**src/rtl/rstctl01_pkg.sv**
```systemverilog
// Shared types for the rstctl01 reset sequencer: FSM state encoding and
// reset-cause codes reported on the cause output.
package rstctl01_pkg;

    typedef enum logic [1:0] {
        S_IDLE    = 2'b00,
        S_ASSERT  = 2'b01,
        S_RELEASE = 2'b10
    } state_t;

    typedef enum logic [1:0] {
        CAUSE_POR = 2'b00,
        CAUSE_SW  = 2'b01,
        CAUSE_WDT = 2'b10
    } cause_t;

endpackage

```
**src/rtl/rstctl01_if.sv**
```systemverilog
// Request/status bundle between the reset sequencer (slave) and the system
// side that drives requests and returns per-domain reset status (master).
interface rstctl01_if
    import rstctl01_pkg::*;
#(
    parameter int NDOM = 2
);
    logic            swreq;
    logic            wdt_en;
    logic            wdt_kick;
    logic [NDOM-1:0] rstmsk;
    logic [NDOM-1:0] dom_rst_;
    logic            clr_err;
    logic            orst_;
    logic            busy;
    logic            done;
    logic            tout_err;
    cause_t          cause;

    modport master (
        output swreq, wdt_en, wdt_kick, rstmsk, dom_rst_, clr_err,
        input  orst_, busy, done, tout_err, cause
    );

    modport slave (
        input  swreq, wdt_en, wdt_kick, rstmsk, dom_rst_, clr_err,
        output orst_, busy, done, tout_err, cause
    );
endinterface

```
**src/rtl/rstctl01_wdt.sv**
```systemverilog
// rstwdt01: free-running watchdog counter that counts only while the
// sequencer is idle and raises expire when it reaches all ones.
module rstwdt01 #(
    parameter int WDTW = 16
) (
    input  logic clk,
    input  logic rst_,
    input  logic run,
    input  logic en,
    input  logic kick,
    input  logic clear,
    output logic expire
);
    logic [WDTW-1:0] cnt_q;
    logic [WDTW-1:0] cnt_d;

    // Next count: kick, disable or sequence start zero it; otherwise count while idle.
    always_comb begin
        cnt_d = cnt_q;
        if (clear || kick || !en) begin
            cnt_d = {WDTW{1'b0}};
        end else if (run && (cnt_q != {WDTW{1'b1}})) begin
            cnt_d = cnt_q + WDTW'(1);
        end else begin
            cnt_d = cnt_q;
        end
    end

    // Counter register with synchronous active-low reset.
    always_ff @(posedge clk) begin
        if (!rst_) begin
            cnt_q <= {WDTW{1'b0}};
        end else begin
            cnt_q <= cnt_d;
        end
    end

    assign expire = run && en && !kick && (cnt_q == {WDTW{1'b1}});

endmodule

```
**src/rtl/rstctl01.sv**
```systemverilog
// rstctl01: global reset request sequencer with minimum-width hold, per-domain
// entry/exit acknowledge, timeout flag and cause log. Watchdog source is built
// only when RSTCTL_WDT_EN is defined.
module rstctl01
    import rstctl01_pkg::*;
#(
    parameter int NDOM = 2,
    parameter int MINW = 16,
    parameter int TOUT = 255,
    parameter int WDTW = 16
) (
    input logic       clk,
    input logic       rst_,
    rstctl01_if.slave bus
);
    localparam int WCW = (MINW > 2) ? $clog2(MINW) : 1;
    localparam int TCW = $clog2(TOUT + 1);

    state_t         state_q, state_d;
    logic [WCW-1:0] wcnt_q, wcnt_d;
    logic [TCW-1:0] tcnt_q, tcnt_d;
    logic           orst_q, orst_d;
    logic           busy_q, busy_d;
    logic           done_q, done_d;
    logic           tout_err_q, tout_err_d;
    cause_t         cause_q, cause_d;

    logic           set_err_s;
    logic           ack_lo_s;
    logic           ack_hi_s;
    logic           wdt_exp_s;
    logic           wdt_start_s;

    // Masked domains always read as acknowledged, in either direction.
    assign ack_lo_s = &(~bus.dom_rst_ | bus.rstmsk);
    assign ack_hi_s = &( bus.dom_rst_ | bus.rstmsk);

`ifdef RSTCTL_WDT_EN
    logic wdt_run_s;
    assign wdt_run_s = (state_q == S_IDLE);

    rstwdt01 #(.WDTW(WDTW)) u_wdt (
        .clk    (clk),
        .rst_   (rst_),
        .run    (wdt_run_s),
        .en     (bus.wdt_en),
        .kick   (bus.wdt_kick),
        .clear  (wdt_start_s),
        .expire (wdt_exp_s)
    );
`else
    logic unused_wdt_s;
    assign wdt_exp_s    = 1'b0;
    assign unused_wdt_s = &{1'b0, bus.wdt_en, bus.wdt_kick, wdt_start_s, WDTW[0]};
`endif

    // Sequencer next state, counters and cause.
    always_comb begin
        state_d     = state_q;
        wcnt_d      = wcnt_q;
        tcnt_d      = tcnt_q;
        cause_d     = cause_q;
        done_d      = 1'b0;
        set_err_s   = 1'b0;
        wdt_start_s = 1'b0;
        case (state_q)
            S_IDLE: begin
                if (wdt_exp_s || bus.swreq) begin
                    state_d     = S_ASSERT;
                    wcnt_d      = WCW'(MINW - 1);
                    tcnt_d      = {TCW{1'b0}};
                    wdt_start_s = 1'b1;
                    cause_d     = wdt_exp_s ? CAUSE_WDT : CAUSE_SW;
                end else begin
                    state_d = S_IDLE;
                end
            end
            S_ASSERT: begin
                // Acknowledges are only honoured once the minimum width has elapsed.
                if (wcnt_q != {WCW{1'b0}}) begin
                    wcnt_d = wcnt_q - WCW'(1);
                end else if (ack_lo_s) begin
                    state_d = S_RELEASE;
                    tcnt_d  = {TCW{1'b0}};
                end else if (tcnt_q == TCW'(TOUT)) begin
                    set_err_s = 1'b1;
                    state_d   = S_RELEASE;
                    tcnt_d    = {TCW{1'b0}};
                end else begin
                    tcnt_d = tcnt_q + TCW'(1);
                end
            end
            S_RELEASE: begin
                if (ack_hi_s) begin
                    done_d  = 1'b1;
                    state_d = S_IDLE;
                end else if (tcnt_q == TCW'(TOUT)) begin
                    set_err_s = 1'b1;
                    done_d    = 1'b1;
                    state_d   = S_IDLE;
                end else begin
                    tcnt_d = tcnt_q + TCW'(1);
                end
            end
            default: begin
                state_d = S_ASSERT;
                wcnt_d  = WCW'(MINW - 1);
                tcnt_d  = {TCW{1'b0}};
            end
        endcase

        orst_d = (state_d != S_ASSERT);
        busy_d = (state_d != S_IDLE);

        if (set_err_s) begin
            tout_err_d = 1'b1;
        end else if (bus.clr_err) begin
            tout_err_d = 1'b0;
        end else begin
            tout_err_d = tout_err_q;
        end
    end

    // State and output registers; reset puts the sequencer straight into ASSERT.
    always_ff @(posedge clk) begin
        if (!rst_) begin
            state_q    <= S_ASSERT;
            wcnt_q     <= WCW'(MINW - 1);
            tcnt_q     <= {TCW{1'b0}};
            orst_q     <= 1'b0;
            busy_q     <= 1'b1;
            done_q     <= 1'b0;
            tout_err_q <= 1'b0;
            cause_q    <= CAUSE_POR;
        end else begin
            state_q    <= state_d;
            wcnt_q     <= wcnt_d;
            tcnt_q     <= tcnt_d;
            orst_q     <= orst_d;
            busy_q     <= busy_d;
            done_q     <= done_d;
            tout_err_q <= tout_err_d;
            cause_q    <= cause_d;
        end
    end

    assign bus.orst_    = orst_q;
    assign bus.busy     = busy_q;
    assign bus.done     = done_q;
    assign bus.tout_err = tout_err_q;
    assign bus.cause    = cause_q;

endmodule

```
**src/flat_wrapper.sv**
```systemverilog
// flat-port wrapper written by rule: the top's interface ports become plain ports
module rstctl01_flat import rstctl01_pkg::*;
#(
    parameter int NDOM = 2,
    parameter int MINW = 16,
    parameter int TOUT = 255,
    parameter int WDTW = 16
)
  (clk, rst_, bus_swreq, bus_wdt_en, bus_wdt_kick, bus_rstmsk, bus_dom_rst_, bus_clr_err, bus_orst_, bus_busy, bus_done, bus_tout_err, bus_cause);
  rstctl01_if #(.NDOM(NDOM)) bus_i ();
  input logic clk;
  input logic rst_;
  input wire logic [$bits(bus_i.swreq)-1:0] bus_swreq;
  input wire logic [$bits(bus_i.wdt_en)-1:0] bus_wdt_en;
  input wire logic [$bits(bus_i.wdt_kick)-1:0] bus_wdt_kick;
  input wire logic [$bits(bus_i.rstmsk)-1:0] bus_rstmsk;
  input wire logic [$bits(bus_i.dom_rst_)-1:0] bus_dom_rst_;
  input wire logic [$bits(bus_i.clr_err)-1:0] bus_clr_err;
  output wire logic [$bits(bus_i.orst_)-1:0] bus_orst_;
  output wire logic [$bits(bus_i.busy)-1:0] bus_busy;
  output wire logic [$bits(bus_i.done)-1:0] bus_done;
  output wire logic [$bits(bus_i.tout_err)-1:0] bus_tout_err;
  output wire logic [$bits(bus_i.cause)-1:0] bus_cause;
  assign bus_i.swreq = bus_swreq;
  assign bus_i.wdt_en = bus_wdt_en;
  assign bus_i.wdt_kick = bus_wdt_kick;
  assign bus_i.rstmsk = bus_rstmsk;
  assign bus_i.dom_rst_ = bus_dom_rst_;
  assign bus_i.clr_err = bus_clr_err;
  assign bus_orst_ = bus_i.orst_;
  assign bus_busy = bus_i.busy;
  assign bus_done = bus_i.done;
  assign bus_tout_err = bus_i.tout_err;
  assign bus_cause = bus_i.cause;
  rstctl01 #(.NDOM(NDOM), .MINW(MINW), .TOUT(TOUT), .WDTW(WDTW)) u_core (.clk(clk), .rst_(rst_), .bus(bus_i));
endmodule
```
**config.mk**
```make
export PLATFORM = sky130hd
export DESIGN_NAME = rstctl01_flat
export DESIGN_NICKNAME = d
export VERILOG_FILES = /design/src/rtl/rstctl01_pkg.sv /design/src/rtl/rstctl01_if.sv /design/src/rtl/rstctl01_wdt.sv /design/src/rtl/rstctl01.sv /design/src/flat_wrapper.sv
export SDC_FILE = /design/constraint.sdc
export NUM_CORES = 1
export LEC_CHECK = 0
export BUFFER_PORTS_ARGS = -buffer_cell sky130_fd_sc_hd__buf_2
export CAP_MARGIN = 15
export CORE_UTILIZATION = 42
export CTS_BUF_LIST = sky130_fd_sc_hd__clkbuf_2 sky130_fd_sc_hd__clkbuf_4 sky130_fd_sc_hd__clkbuf_8
export DETAILED_ROUTE_END_ITERATION = 10
export GPL_TIMING_DRIVEN = 0
export PLACE_DENSITY = 0.73
export SKIP_CTS_REPAIR_TIMING = 1
export SYNTH_ARGS = -nofsm -noshare
export SYNTH_HDL_FRONTEND = slang
export SYNTH_SLANG_ARGS = --single-unit
```
**constraint.sdc**
```tcl
create_clock -name clk -period 1.8 [get_ports clk]
set_clock_uncertainty 0.15 [all_clocks]
set_input_delay 0.36 -clock clk [delete_from_list [all_inputs] [get_ports clk]]
set_output_delay 0.36 -clock clk [all_outputs]
set_load 0.02 [all_outputs]
```
After elaboration in Yosys (flattened, before gate mapping)
Cells that the tools add are included.
{ "classes": {"add_sub_neg": 2, "eq_ne": 9, "n_mux": 25, "bitwise": 4, "reduce_logical": 10} }
{ "op_table": {"columns": ["cell", "count"], "rows": [
  ["two-way mux 8 bit", 6],
  ["case mux 8 bit (3 select lines)", 1],
  ["case mux 4 bit (3 select lines)", 1],
  ["two-way mux 2 bit", 5],
  ["adder 8 x 1 -> 8 bit (second input constant)", 1],
  ["== test 8 bit (second input constant)", 1],
  ["two-way mux 1 bit", 8],
  ["two-way mux 4 bit", 2],
  ["inequality test 2 bit (second input constant)", 4],
  ["AND reduction 2 bit", 4],
  ["case mux 2 bit (3 select lines)", 1],
  ["inequality test 2 x 1 -> 1 bit (second input constant)", 2],
  ["bitwise OR 2 bit", 2],
  ["AND reduction 4 bit", 1],
  ["nonzero test 2 bit", 2],
  ["nonzero test 4 bit", 1],
  ["subtractor 4 x 1 -> 4 bit (second input constant)", 1],
  ["AND reduction 3 bit", 1],
  ["== test 2 x 1 -> 1 bit (second input constant)", 1],
  ["== test 2 bit (second input constant)", 1],
  ["zero test 2 bit", 1],
  ["NOT 2 bit", 1],
  ["case mux 1 bit (2 select lines)", 1],
  ["NOT 1 bit", 1]
]} }
{ "totals": {"reg_bits": 19, "inputBits": 10, "out_inout_bits": 6, "word_cells": 58} }

Depth between registers and ports, before layout
Gate-level depths: netlist of run 1.
{ "depth": {"ltp_word": 7, "mapped_depth": 8, "depth_no_buf": 7} }

Worst setup path after synthesis of run 1
Ideal clock, no wire load.
{ "synth_path": {"path_type": "reg2reg", "from": "reg u_core.state_q[0]", "to": "reg u_core.tcnt_q[2]", "setup_time_ps": 131, "arrival_ps": 1621, "t_required_ps": 1519, "slack_ps": -102, "path_stages_with_launch": 9, "path_buffers": 1, "period_less_slack_ps": 1902, "path_cell_list": "dfxtp_1 inv_1 ha_1 inv_1 o22ai_1 or3_1 buf_2 o21ai_1 a21oi_1"} }
{ "synth_between": {"elab_chain_len": 3, "word_cells_on_any_way": 9, "cone_classes": "eq/ne: 6; mux: 1; reduce/logical: 2"} }
{ "synth_rtl": {"columns": ["element", "line_no", "text"], "rows": [
  ["start: declaration", "rstctl01.sv:19", "state_t state_q, state_d;"],
  ["start signal: assignment", "rstctl01.sv:136", "state_q <= state_d;"],
  ["== test 2 bit (tied with other cells)", "rstctl01.sv:66", "case (state_q)"],
  ["inequality test 2 bit (no line)", null, null],
  ["AND reduction 4 bit (no line)", null, null],
  ["end signal: assignment", "rstctl01.sv:129", "tcnt_q <= {TCW{1'b0}};"],
  ["end signal: assignment", "rstctl01.sv:138", "tcnt_q <= tcnt_d;"],
  ["end: declaration", "rstctl01.sv:21", "logic [TCW-1:0] tcnt_q, tcnt_d;"]
]} }
Several ways; a longest one is shown, not always the timed one.
A chain may end at the register's enable or synchronous reset.

Final worst setup path of run 1
{ "layout_path": {"from": "reg u_core.state_q[1]", "to": "reg u_core.tcnt_q[5]"} }
The elaborated chain is that of the path after synthesis.

==> results of run 1 <==
## state kept, by name, summed over array words and instances (netlist names)
signal               flops
u_core.bus.busy          1
u_core.bus.cause         1
u_core.bus.done          1
u_core.bus.orst_         1
u_core.bus.tout_err      1
u_core.state_q           2
u_core.tcnt_q            8
u_core.wcnt_q            4
## logic make-up (layout without fill, tap and decap cells)
group / count (synthesis) / after routing / share of synthesized area (%)
flops: 19 / 19 / 34.7
compound gates: 35 / 35 / 23.7
fa+ha+maj: 7 / 7 / 7.98
other cells: 1 / 1 / 0.342
xor+xnor: 1 / 1 / 0.798
buf+inv: 13 / 40 / 4.90
simple gates: 51 / 51 / 27.6
## power by group
part	internal, mW	switching, mW
Clock	0.102	0.133
Sequential	0.424	0.00640
Combinational	0.0457	0.0500
## through the flow
stage	util, %	setup WS, ps	instance area (um2)	instances
floorplan	-	13.1	1110	127
global placement	48.6	-157	1200	169
detailed placement	48.6	-248	1200	169
CTS	49.8	-282	1230	173
global route	60.0	-261	1490	184
finish	60.0	-193	1490	184
## cell usage after synthesis, drive strengths merged
| cell | number |
|---|---|
| and3 | 2 |
| nor2b | 2 |
| and2 | 1 |
| nand2 | 15 |
| clkbuf | 1 |
| o31a | 1 |
| inv | 10 |
| a2111oi | 1 |
| a21oi | 12 |
| nand3b | 1 |
| o22ai | 5 |
| o32ai | 2 |
| nand4 | 2 |
| dfxtp | 19 |
| ha | 7 |
| or2 | 1 |
| nand2b | 2 |
| conb | 1 |
| or3 | 3 |
| o21ai | 8 |
| nand4b | 3 |
| buf | 2 |
| a31o | 1 |
| nor2 | 8 |
| a311oi | 1 |
| a31oi | 1 |
| a211oi | 2 |
| nor3b | 1 |
| xnor2 | 1 |
| nand3 | 6 |
| nor3 | 3 |
| a32oi | 1 |
| and2b | 1 |
## layer usage
metal | GRT usage (%) | vias to the layer above | routed length (um)
met4 | 10.1 | 0 | 53
met3 | 2.01 | 7 | 95
met2 | 27.6 | 28 | 1340
li1 | - | 511 | -
met5 | 0 | - | 0
met1 | 22.1 | 482 | 1120
## worst min-delay path by stage
stage | from | end | slack (ps)
floorplan | u_core.tcnt_q[1] | u_core.tcnt_q[1] | 300
global placement | u_core.bus.cause[0] | u_core.bus.cause[0] | 290
detailed placement | u_core.bus.cause[0] | u_core.bus.cause[0] | 310
CTS | bus_swreq | u_core.bus.cause[0] | 160
global route | bus_clr_err | u_core.bus.tout_err | 230
finish | bus_clr_err | u_core.bus.tout_err | 190
## area by class of cell
type                            count  area (um2)  area share, %
Buffer                              3        22.5           1.52
Tap cell                           30        37.5           2.53
Sequential cell                    19         393           26.4
Timing Repair Buffer               23         150           10.1
Inverter                           10        41.3           2.78
Clock buffer                        4        30.0           2.02
Multi-Input combinational cell     95         812           54.6
## worst register-to-register path, delay by kind of cell, from the launching register on
family | cells | cell delay [ps]
AO/OA/AOI/OAI | 2 | 610
flip-flops | 1 | 390
AND/OR/NAND/NOR | 2 | 100
buffers and inverters | 2 | 340
adder cells (fa/ha/maj) | 1 | 330
==> summary.txt, run 1 <==
Critical path
  – Reg2Reg Capture Point: u_core.tcnt_q[5]
  – Crit path launch type: flip-flop
  – Cells along the critical path: clkinvlp_4 -> ha_4 -> nand2_4 -> o32ai_4 -> buf_6 -> nand2b_1 -> a311oi_1
  – Highest fanout seen on the critical path: 5
  – Data required time at the worst endpoint: 1870 ps
  – Worst setup path startpoint: u_core.state_q[1]
  – Combined buffer and inverter count along the critical path: 2
  – Reg-to-Reg Start: u_core.state_q[1]
  – Number of stages on the worst setup path: 7
  – Kind of cell with the highest combined delay on the critical path: compound AO/OA/AOI/OAI gates
  – Termination of the worst setup path: u_core.tcnt_q[5]
  – Slowest library cell on the worst path: sky130_fd_sc_hd__dfxtp_4
  – Endpoint arrival time on the critical path: around 2100 ps
  – Kind of critical path: flip-flop to flip-flop
  – Kind of capture point of the worst setup path: flip-flop
  – R2R Setup Slk: -190 ps
  – Depth of the worst register-to-register path: 7
  – Highest cell delay on the worst timing path: 390 ps

Synth
  – Cells taking the most area after synthesis: sky130_fd_sc_hd__dfxtp_1, sky130_fd_sc_hd__ha_1, sky130_fd_sc_hd__a21oi_1, sky130_fd_sc_hd__nand2_1, sky130_fd_sc_hd__inv_1
  – Net count of the mapped netlist: ~140
  – Post-synth design cell area: 0.00110 mm2
  – Sequential cell area fraction in the yosys report: between 30% and 40%
  – Yosys cell types: 42
  – Post-synth top area cell: sky130_fd_sc_hd__dfxtp_1
  – Synthesis Warnings: 0
  – Top cell type's share of synthesized area: around a third
  – Post-synthesis cell count: 127
  – Synthesized area divided by synthesized cell count: 8.64 um2
  – Post-synthesis sequential element count: 19

Run
  – Max-capacitance violation count: 0

Finish
  – Ratio of cells with drive above 1 in the final layout: 44.2%
  – Post-synthesis to final-layout area growth: 35.5%
  – Highest-count cells in the layout ignoring fill and taps: sky130_fd_sc_hd__nand2_1, sky130_fd_sc_hd__dfxtp_1, sky130_fd_sc_hd__buf_2
  – Filler cells: 226
  – Number of nets in the finished design: 172
  – Antenna cells: 0

Timing
  – Upper clock frequency limit: 502 MHz
  – Measured slew at the worst slew-check pin: 515 ps
  – Setup_tns: -940 ps
  – Min cycle time layout: 1990 ps
  – Tcrit/Tclk final: 111%
  – Number of pins with negative max-slew slack in the final report: 0
  – Worst slew margin: 65.3%
  – Min setup slack post-route: -193 ps
  – Hold slack final: around 190 ps
  – Fin. Hold Viols: 0
  – Setup repair after global routing missed its margin: yes
  – Number of setup violations in the final report: 9

Clock network
  – Number of buffers created by CTS: 3
  – Max Buffers Root-to-Sink: 2
  – Reg clk slew, reported paths: 110 ps
  – TritonCTS clock tree: built
  – Clock tree sinks: 19
  – Buffer cell driving the clock tree root: sky130_fd_sc_hd__clkbuf_4
  – Clock latency at the later pin of the worst-skew pair: 300 ps
  – Clock H-tree levels: 1

Floorplanning
  – Core area: 0.00248 mm2
  – Die width: 53.1 um
  – Area of the die: 0.00282 mm2
  – Row cnt: 18
  – Die boundary height: approximately 53 um
  – Initial cell density of the core: 44.3%
  – Top-level port count: 16

Global routing
  – Initial antenna violation count: 0
  – Overall track demand over capacity in global routing: 17.3%
  – Congestion Overflow GR: 0
  – Largest net degree at the start of global routing: 11
  – First-pass GRT wire length: around 3500 um
  – Via count of the first global-routing pass: 836

Min path
  – Worst hold path depth: 4
  – Type of the tightest min-delay check: primary input to flip-flop

Route
  – Vias after detailed routing: 1,028
  – Detailed-route wire length: 2600 um
  – DRC marker count from the first detailed-route iteration: 28
  – Detail Route Antenna Nets: 0
  – Routed length per placed instance: 14.1 um
  – Remaining routing DRC violations: 0
  – Vias per Instance: 5.59
  – Length of the first detailed-routing pass in iterations: 4

Pwr
  – Worst supply voltage drop on vdd: 0.390 mV
  – Static Leakage: 0.577 nW
  – Total Power: 0.761 mW
  – Power density over the cells: 512 mW/mm2

Run status
  – Run status: finished, violations left
  – Failing checks: setup timing

Placed design
  – Port bufs: 12
  – Placer's final routability congestion estimate: 0.848
  – HPWL Detailed: 1620 um
Note: power is estimated with default switching activity, not from simulation.
==> run 2, diff against run 1 <==
--- a/config.mk
+++ b/config.mk
@@ -7,11 +7,11 @@
 export LEC_CHECK = 0
 export BUFFER_PORTS_ARGS = -buffer_cell sky130_fd_sc_hd__buf_2
 export CAP_MARGIN = 15
-export CORE_UTILIZATION = 42
+export CORE_UTILIZATION = 39
 export CTS_BUF_LIST = sky130_fd_sc_hd__clkbuf_2 sky130_fd_sc_hd__clkbuf_4 sky130_fd_sc_hd__clkbuf_8
 export DETAILED_ROUTE_END_ITERATION = 10
 export GPL_TIMING_DRIVEN = 0
-export PLACE_DENSITY = 0.73
+export PLACE_DENSITY = 0.69
 export SKIP_CTS_REPAIR_TIMING = 1
 export SYNTH_ARGS = -nofsm -noshare
 export SYNTH_HDL_FRONTEND = slang
==> run 2 against run 1 <==
  * The flow still finishes with violations (setup timing)
  * Sequential share of layout area grew 1.1 points
  * Maximum frequency increased by 1.8%
  * Final cell count unchanged
  * Cell area is 4.5% lower
  * Non-clock buffer count did not move
  * Routed wire length increased by 0.65%
  * Setup slack better by 36 ps
==> summary.txt, run 2 (same netlist as run 1, synthesis figures left out) <==
Timing
  – Upper clock frequency limit: 511 MHz (+1.8%)
  – Number of pins with negative max-slew slack in the final report: 0 (unchanged)
  – Min setup slack post-route: -157 ps (+36.1 ps)
  – Tcrit/Tclk final: 109% (-2.0 points)
  – Fin. Hold Viols: 0 (unchanged)
  – Setup repair after global routing missed its margin: yes
  – Min cycle time layout: 1960 ps (-36.1 ps)
  – Number of setup violations in the final report: 10 (+1)
  – Setup_tns: -1020 ps (-79.3 ps)

Global routing
  – Largest net degree at the start of global routing: 11 (unchanged)
  – Overall track demand over capacity in global routing: 17.4% (+0.15 points)
  – Initial antenna violation count: 0 (unchanged)
  – Congestion Overflow GR: 0 (unchanged)
  – Via count of the first global-routing pass: 853 (+2.0%)
  – First-pass GRT wire length: 3700 um (+4.7%)

Route
  – Vias per Instance: 5.43 (-2.7%)
  – DRC marker count from the first detailed-route iteration: 11 (-61%)
  – Detail Route Antenna Nets: 0 (unchanged)
  – Remaining routing DRC violations: 0 (unchanged)
  – Vias after detailed routing: 1,000 (-2.7%)
  – Length of the first detailed-routing pass in iterations: 4 (unchanged)
  – Routed length per placed instance: 14.2 um (+0.65%)
  – Detailed-route wire length: 2620 um (+0.65%)

Clock network
  – Buffer cell driving the clock tree root: sky130_fd_sc_hd__clkbuf_4
  – Number of buffers created by CTS: 3 (unchanged)
  – Reg clk slew, reported paths: 110 ps (about the same)
  – Max Buffers Root-to-Sink: 2 (unchanged)
  – Clock tree sinks: 19 (unchanged)
  – TritonCTS clock tree: built
  – Clock latency at the later pin of the worst-skew pair: 310 ps (about the same)
  – Clock H-tree levels: 1 (unchanged)

Run status
  – Run status: finished, violations left
  – Failing checks: setup timing

Critical path
  – Crit path launch type: flip-flop
  – Highest cell delay on the worst timing path: 410 ps (+20 ps)
  – Endpoint arrival time on the critical path: 2060 ps (about the same)
  – Kind of capture point of the worst setup path: flip-flop
  – Highest fanout seen on the critical path: 7 (+2)
  – Slowest library cell on the worst path: sky130_fd_sc_hd__o32ai_4
  – Data required time at the worst endpoint: 1900 ps (+30 ps)
  – Kind of critical path: flip-flop to flip-flop
  – Cells along the critical path: clkinvlp_4 -> ha_4 -> nand2_4 -> o32ai_4 -> buf_4 -> buf_6 -> nand3b_1 -> a21oi_1
  – Combined buffer and inverter count along the critical path: 3 (+1)
  – Kind of cell with the highest combined delay on the critical path: compound AO/OA/AOI/OAI gates

Pwr
  – Static Leakage: 0.570 nW (-1.3%)
  – Internal power: 0.565 mW (-1.2%)
  – Share of total power in sequential cells: 56.9% (+0.3 points)
  – Sw power: 0.192 mW (+1.4%)
  – Worst supply voltage drop on vdd: 0.360 mV (-7.8%)
  – Fraction of power spent switching nets: 25.4% (+0.49 points)
  – Share of total power in combinational logic: 11.1% (-1.5 points)
  – Clock network fraction of design power: 32.1% (+1.3 points)
  – Power density over the cells: 534 mW/mm2 (+4.2%)

Finish
  – Max reg flops: 8 (unchanged)
  – Number of nets in the finished design: 172 (unchanged)
  – Antenna cells: 0 (unchanged)
  – Ratio of cells with drive above 1 in the final layout: 38.3% (-5.8 points)
  – Registers with the most flip-flops: u_core.tcnt_q: 8 flops, u_core.wcnt_q: 4 flops, u_core.state_q: 2 flops
  – Largest Register: u_core.tcnt_q
  – Post-synthesis to final-layout area growth: 29.3%
  – Most common library cell in the layout ignoring fill and taps: sky130_fd_sc_hd__dfxtp_1
  – Final Core Density: 55.3% (-4.7 points)
  – Highest-count cells in the layout ignoring fill and taps: sky130_fd_sc_hd__dfxtp_1, sky130_fd_sc_hd__nand2_1, sky130_fd_sc_hd__buf_2

Floorplanning
  – Die boundary height: 55.0 um (+3.6%)
  – Top-level port count: 16 (unchanged)
  – Core area: 0.00257 mm2 (+3.6%)
  – Area of the die: 0.00303 mm2 (+7.4%)
  – Row cnt: 18 (unchanged)
  – Die width: 55.0 um (+3.6%)
  – Initial cell density of the core: 42.7% (-1.6 points)

Min path
  – Type of the tightest min-delay check: primary input to flip-flop

Placed design
  – HPWL Detailed: 1750 um (+8.1%)
  – Port bufs: 12 (unchanged)
  – Placer's final routability congestion estimate: 0.787 (-7.2%)

Run
  – Max-capacitance violation count: 0 (unchanged)
-- run 2: cell counts in the layout (fill, tap and decap cells not counted) --
Identical to the previous run, type by type.
-- run 2: path summary, 6_finish.rpt --
kind                            start                  end  slack, ps  cells after the start
setup / recovery    u_core.state_q[1]     u_core.tcnt_q[0]       -160                      8
hold reg to reg   u_core.bus.cause[0]  u_core.bus.cause[0]        340                      2
setup reg to reg    u_core.state_q[1]     u_core.tcnt_q[0]       -160                      8
hold / removal            bus_clr_err  u_core.bus.tout_err        180                      4
-- run 2: per-layer routing --
metal	global-route usage, %	vias up	part of all wire, %
met5	0	-	0
met4	8.75	0	1.5
met3	2.46	6	2.8
met2	27.5	14	51
met1	23.0	471	45
li1	-	509	-
-- run 2: worst register-to-register path, stage by stage (launching register included) --
cell,delay [ps]
sky130_fd_sc_hd__dfxtp_4,380
sky130_fd_sc_hd__clkinvlp_4,140
sky130_fd_sc_hd__ha_4,320
sky130_fd_sc_hd__nand2_4,50
sky130_fd_sc_hd__o32ai_4,410
sky130_fd_sc_hd__buf_4,190
sky130_fd_sc_hd__buf_6,80
sky130_fd_sc_hd__nand3b_1,60
sky130_fd_sc_hd__a21oi_1,120
-- run 2: area by class of cell --
type                    instances  area [um2]
plain buffers                   3        22.5
clock buffers                   4        30.0
fillers                       251        1150
inverters                      10        43.8
multi-input cells              95         744
flip-flops and latches         19         390
well taps                      30        37.5
repair buffers                 23         150
-- run 2: power by group through the flow --
stage | Clock [mW] | Combinational (mW) | Sequential, mW
detailed placement | 0 | 0.0656 | 0.441
global route | 0.267 | 0.0901 | 0.432
CTS | 0.248 | 0.0657 | 0.432
finish | 0.243 | 0.0837 | 0.430
global placement | 0 | 0.0614 | 0.441
floorplan | 0 | 0.0434 | 0.441
-- run 2: through the flow --
step | hold slack [ps] | setup WS, ps | cells | instance area, um2 | power [mW]
floorplan | 299 | 13.1 | 127 | 1110 | 0.484
global placement | 299 | -189 | 169 | 1200 | 0.503
detailed placement | 315 | -259 | 169 | 1200 | 0.507
CTS | 165 | -272 | 173 | 1230 | 0.745
global route | 198 | -236 | 184 | 1420 | 0.789
finish | 182 | -157 | 184 | 1420 | 0.757
==> run 3, diff against run 2 <==
--- a/config.mk
+++ b/config.mk
@@ -5,6 +5,7 @@
 export SDC_FILE = /design/constraint.sdc
 export NUM_CORES = 1
 export LEC_CHECK = 0
+export ABC_AREA = 1
 export BUFFER_PORTS_ARGS = -buffer_cell sky130_fd_sc_hd__buf_2
 export CAP_MARGIN = 15
 export CORE_UTILIZATION = 39
==> run 3 against run 2 <==
  * The run ends with DRC left
  * Global-route usage fell by 1.6 points
  * Die area rose by 11%
  * Final cell count rose by 20%
  * Critical path depth rose by 2
  * Via count rose by 3.5%
  * Synthesized cell count rose by 37%
  * Sequential share of layout area rose by 0.56 points
  * First-iteration DRC count rose by 100%
  * Register-to-register slack improved by 300 ps
  * Clock-buffer cell count did not move
  * Largest power group unchanged
  * Highest routed layer unchanged
==> summary.txt, run 3 <==
Run status
  – Run status: finished, violations left
  – Failing checks: DRC

Route
  – Routed length per placed instance: 10.1 um (-29%)
  – Detail Route Antenna Nets: 0 (unchanged)
  – Detailed-route wire length: 2220 um (-15%)
  – Remaining routing DRC violations: 2 (+2)
  – Length of the first detailed-routing pass in iterations: 7 (+3)
  – Vias after detailed routing: 1,035 (+3.5%)
  – Vias per Instance: 4.70 (-13%)
  – DRC marker count from the first detailed-route iteration: 22 (+11)

Placed design
  – Placer's final routability congestion estimate: 0.769 (-2.3%)
  – Port bufs: 11 (-1)
  – HPWL Detailed: 1710 um (-2.7%)

Synth
  – Count of flip-flops with a built-in enable after synthesis: 0 (unchanged)
  – Post-synthesis cell count: 174 (+37%)
  – Net count of the mapped netlist: 191 (+33%)
  – Synthesis Warnings: 0 (unchanged)
  – Top cell type's share of synthesized area: 31.1% (-3.5 points)
  – Synthesized area divided by synthesized cell count: 7.03 um2 (-19%)
  – Predominant post-synthesis flop cell: sky130_fd_sc_hd__dfxtp_1
  – Yosys cell types: 26 (-38%)
  – Most frequent cells after synthesis: sky130_fd_sc_hd__nand2_1, sky130_fd_sc_hd__inv_1, sky130_fd_sc_hd__dfxtp_1, sky130_fd_sc_hd__nand3_1, sky130_fd_sc_hd__nor2_1
  – Post-synth design cell area: 0.00122 mm2 (+11%)
  – Cells taking the most area after synthesis: sky130_fd_sc_hd__dfxtp_1, sky130_fd_sc_hd__nand2_1, sky130_fd_sc_hd__inv_1, sky130_fd_sc_hd__ha_1, sky130_fd_sc_hd__nand3_1
  – FFs w/ async S/R, synth: 0% (unchanged)
  – Post-synthesis sequential element count: 19 (unchanged)
  – Library cell with the highest instance count after synthesis: sky130_fd_sc_hd__nand2_1
  – Sequential cell area fraction in the yosys report: 31.1% (-3.5 points)
  – Post-synth top area cell: sky130_fd_sc_hd__dfxtp_1

Global routing
  – Via count of the first global-routing pass: 935 (+9.6%)
  – Largest net degree at the start of global routing: 11 (unchanged)
  – Initial antenna violation count: 0 (unchanged)
  – Overall track demand over capacity in global routing: 15.9% (-1.6 points)
  – Congestion Overflow GR: 0 (unchanged)
  – First-pass GRT wire length: 4100 um (+11%)

Finish
  – Max reg flops: 8 (unchanged)
  – Highest-count cells in the layout ignoring fill and taps: sky130_fd_sc_hd__nand2_1, sky130_fd_sc_hd__inv_1, sky130_fd_sc_hd__dfxtp_1
  – Ratio of cells with drive above 1 in the final layout: 24.3% (-14 points)
  – Most common library cell in the layout ignoring fill and taps: sky130_fd_sc_hd__nand2_1
  – Antenna cells: 0 (unchanged)
  – Registers with the most flip-flops: u_core.tcnt_q: 8 flops, u_core.wcnt_q: 4 flops, u_core.state_q: 2 flops
  – Number of nets in the finished design: 207 (+20%)
  – Largest Register: u_core.tcnt_q
  – Final Core Density: 48.1% (-7.1 points)
  – Post-synthesis to final-layout area growth: 12.3%

Clock network
  – TritonCTS clock tree: built
  – Max Buffers Root-to-Sink: 2 (unchanged)
  – Number of buffers created by CTS: 3 (unchanged)
  – Clock latency at the later pin of the worst-skew pair: 290 ps (-20 ps)
  – Reg clk slew, reported paths: 100 ps (about the same)
  – Buffer cell driving the clock tree root: sky130_fd_sc_hd__clkbuf_4
  – Clock H-tree levels: 1 (unchanged)
  – Clock tree sinks: 19 (unchanged)

Pwr
  – Static Leakage: 0.656 nW (+15%)
  – Total Power: 0.722 mW (-4.6%)
  – Worst supply voltage drop on vdd: 0.201 mV (-44%)
  – Power density over the cells: 526 mW/mm2 (-1.4%)

Critical path
  – Crit path launch type: flip-flop
  – Highest fanout seen on the critical path: 7 (unchanged)
  – Data required time at the worst endpoint: 1850 ps (-50 ps)
  – Kind of critical path: flip-flop to flip-flop
  – Depth of the worst register-to-register path: 10 (+2)
  – Endpoint arrival time on the critical path: 1700 ps (-360 ps)
  – Kind of capture point of the worst setup path: flip-flop

Floorplanning
  – Top-level port count: 16 (unchanged)
  – Core area: 0.00285 mm2 (+11%)
  – Die boundary height: 58.0 um (+5.3%)
  – Initial cell density of the core: 42.9% (+0.11 points)
  – Die width: 58.0 um (+5.3%)
  – Row cnt: 19 (+1)
  – Area of the die: 0.00336 mm2 (+11%)

Timing
  – Tcrit/Tclk final: 91.8% (-17 points)
  – Fin. Hold Viols: 0 (unchanged)
  – Setup_tns: 0 ps (+1020 ps)
  – Min cycle time layout: 1650 ps (-303 ps)
  – Setup repair after global routing missed its margin: no
  – Number of pins with negative max-slew slack in the final report: 0 (unchanged)
  – Upper clock frequency limit: 605 MHz (+18%)
  – Number of setup violations in the final report: 0 (-10)

Min path
  – Type of the tightest min-delay check: primary input to flip-flop
  – Worst hold path depth: 4 (unchanged)

Run
  – Max-capacitance violation count: 0 (unchanged)
==> run 3: cell types whose count changed in the layout (fill, tap and decap cells not counted), sizes merged, moves of 5 or more <==
cell   change
nor2       +9
inv       +20
o22ai      -5
buf       -11
nand2     +40
nand3     +11
a21oi      -5
==> run 3: final cells by class <==
cell class,count,area [um2]
buffer,3,22.5
clock buffer,4,30.0
fill,282,1480
inverter,29,109
multi-input combinational,123,732
sequential,19,385
tap,31,38.8
timing repair buffer,11,55.1
==> run 3: critical path, cell delays in order, from the launching register on <==
cell and delay, ps:
sky130_fd_sc_hd__dfxtp_2 350, sky130_fd_sc_hd__inv_1 130, sky130_fd_sc_hd__ha_1 190, sky130_fd_sc_hd__inv_1 70, sky130_fd_sc_hd__nor2_4 140, sky130_fd_sc_hd__nor2_1 70, sky130_fd_sc_hd__nand2_2 150, sky130_fd_sc_hd__inv_2 50
sky130_fd_sc_hd__nand2_1 60, sky130_fd_sc_hd__xor2_1 140, sky130_fd_sc_hd__nand2_1 70
==> run 3: power breakdown <==
part	total [mW]	switching (mW)	internal (mW)
clock network	0.230	0.129	0.101
logic	0.0621	0.0376	0.0245
registers	0.430	0.00444	0.425
total	0.722	0.171	0.551
==> run 3: layer usage <==
metal | share of wire, % | GRT usage [%] | up-vias
met5 | 0 | 0 | -
met4 | 3.2 | 9.86 | 0
met3 | 3.2 | 2.90 | 8
met2 | 40 | 21.3 | 18
met1 | 53 | 23.1 | 437
li1 | - | - | 572
==> run 3: final timing paths <==
check / start / to / slack (ps)
worst min register to register: u_core.bus.cause[0] / u_core.bus.cause[0] / 310
worst min-delay path: bus_clr_err / u_core.bus.tout_err / 150
worst max register to register: u_core.state_q[1] / u_core.wcnt_q[2] / 150
worst max-delay path: u_core.state_q[1] / u_core.wcnt_q[2] / 150
==> run 3: logic make-up (layout without fill, tap and decap cells) <==
| family | Yosys count | count (layout) | share of synthesized area (%) |
|---|---|---|---|
| adder cells (fa/ha/maj) | 7 | 7 | 7.16 |
| flip-flops | 19 | 19 | 31.1 |
| AND/OR/NAND/NOR | 96 | 96 | 41.0 |
| XOR/XNOR | 1 | 1 | 0.717 |
| buffers and inverters | 32 | 47 | 10.7 |
| other | 1 | 1 | 0.307 |
| AO/OA/AOI/OAI | 18 | 18 | 8.90 |
==> run 3: stage by stage <==
step	setup slack (ps)	instances	hold slack (ps)	cell area, um2
6_report	147	220	149	1370
5_1_grt	2.80	220	144	1370
4_1_cts	62.2	220	141	1350
3_5_place_dp	85.8	216	293	1320
3_3_place_gp	92.1	216	288	1320
2_1_floorplan	233	174	298	1220
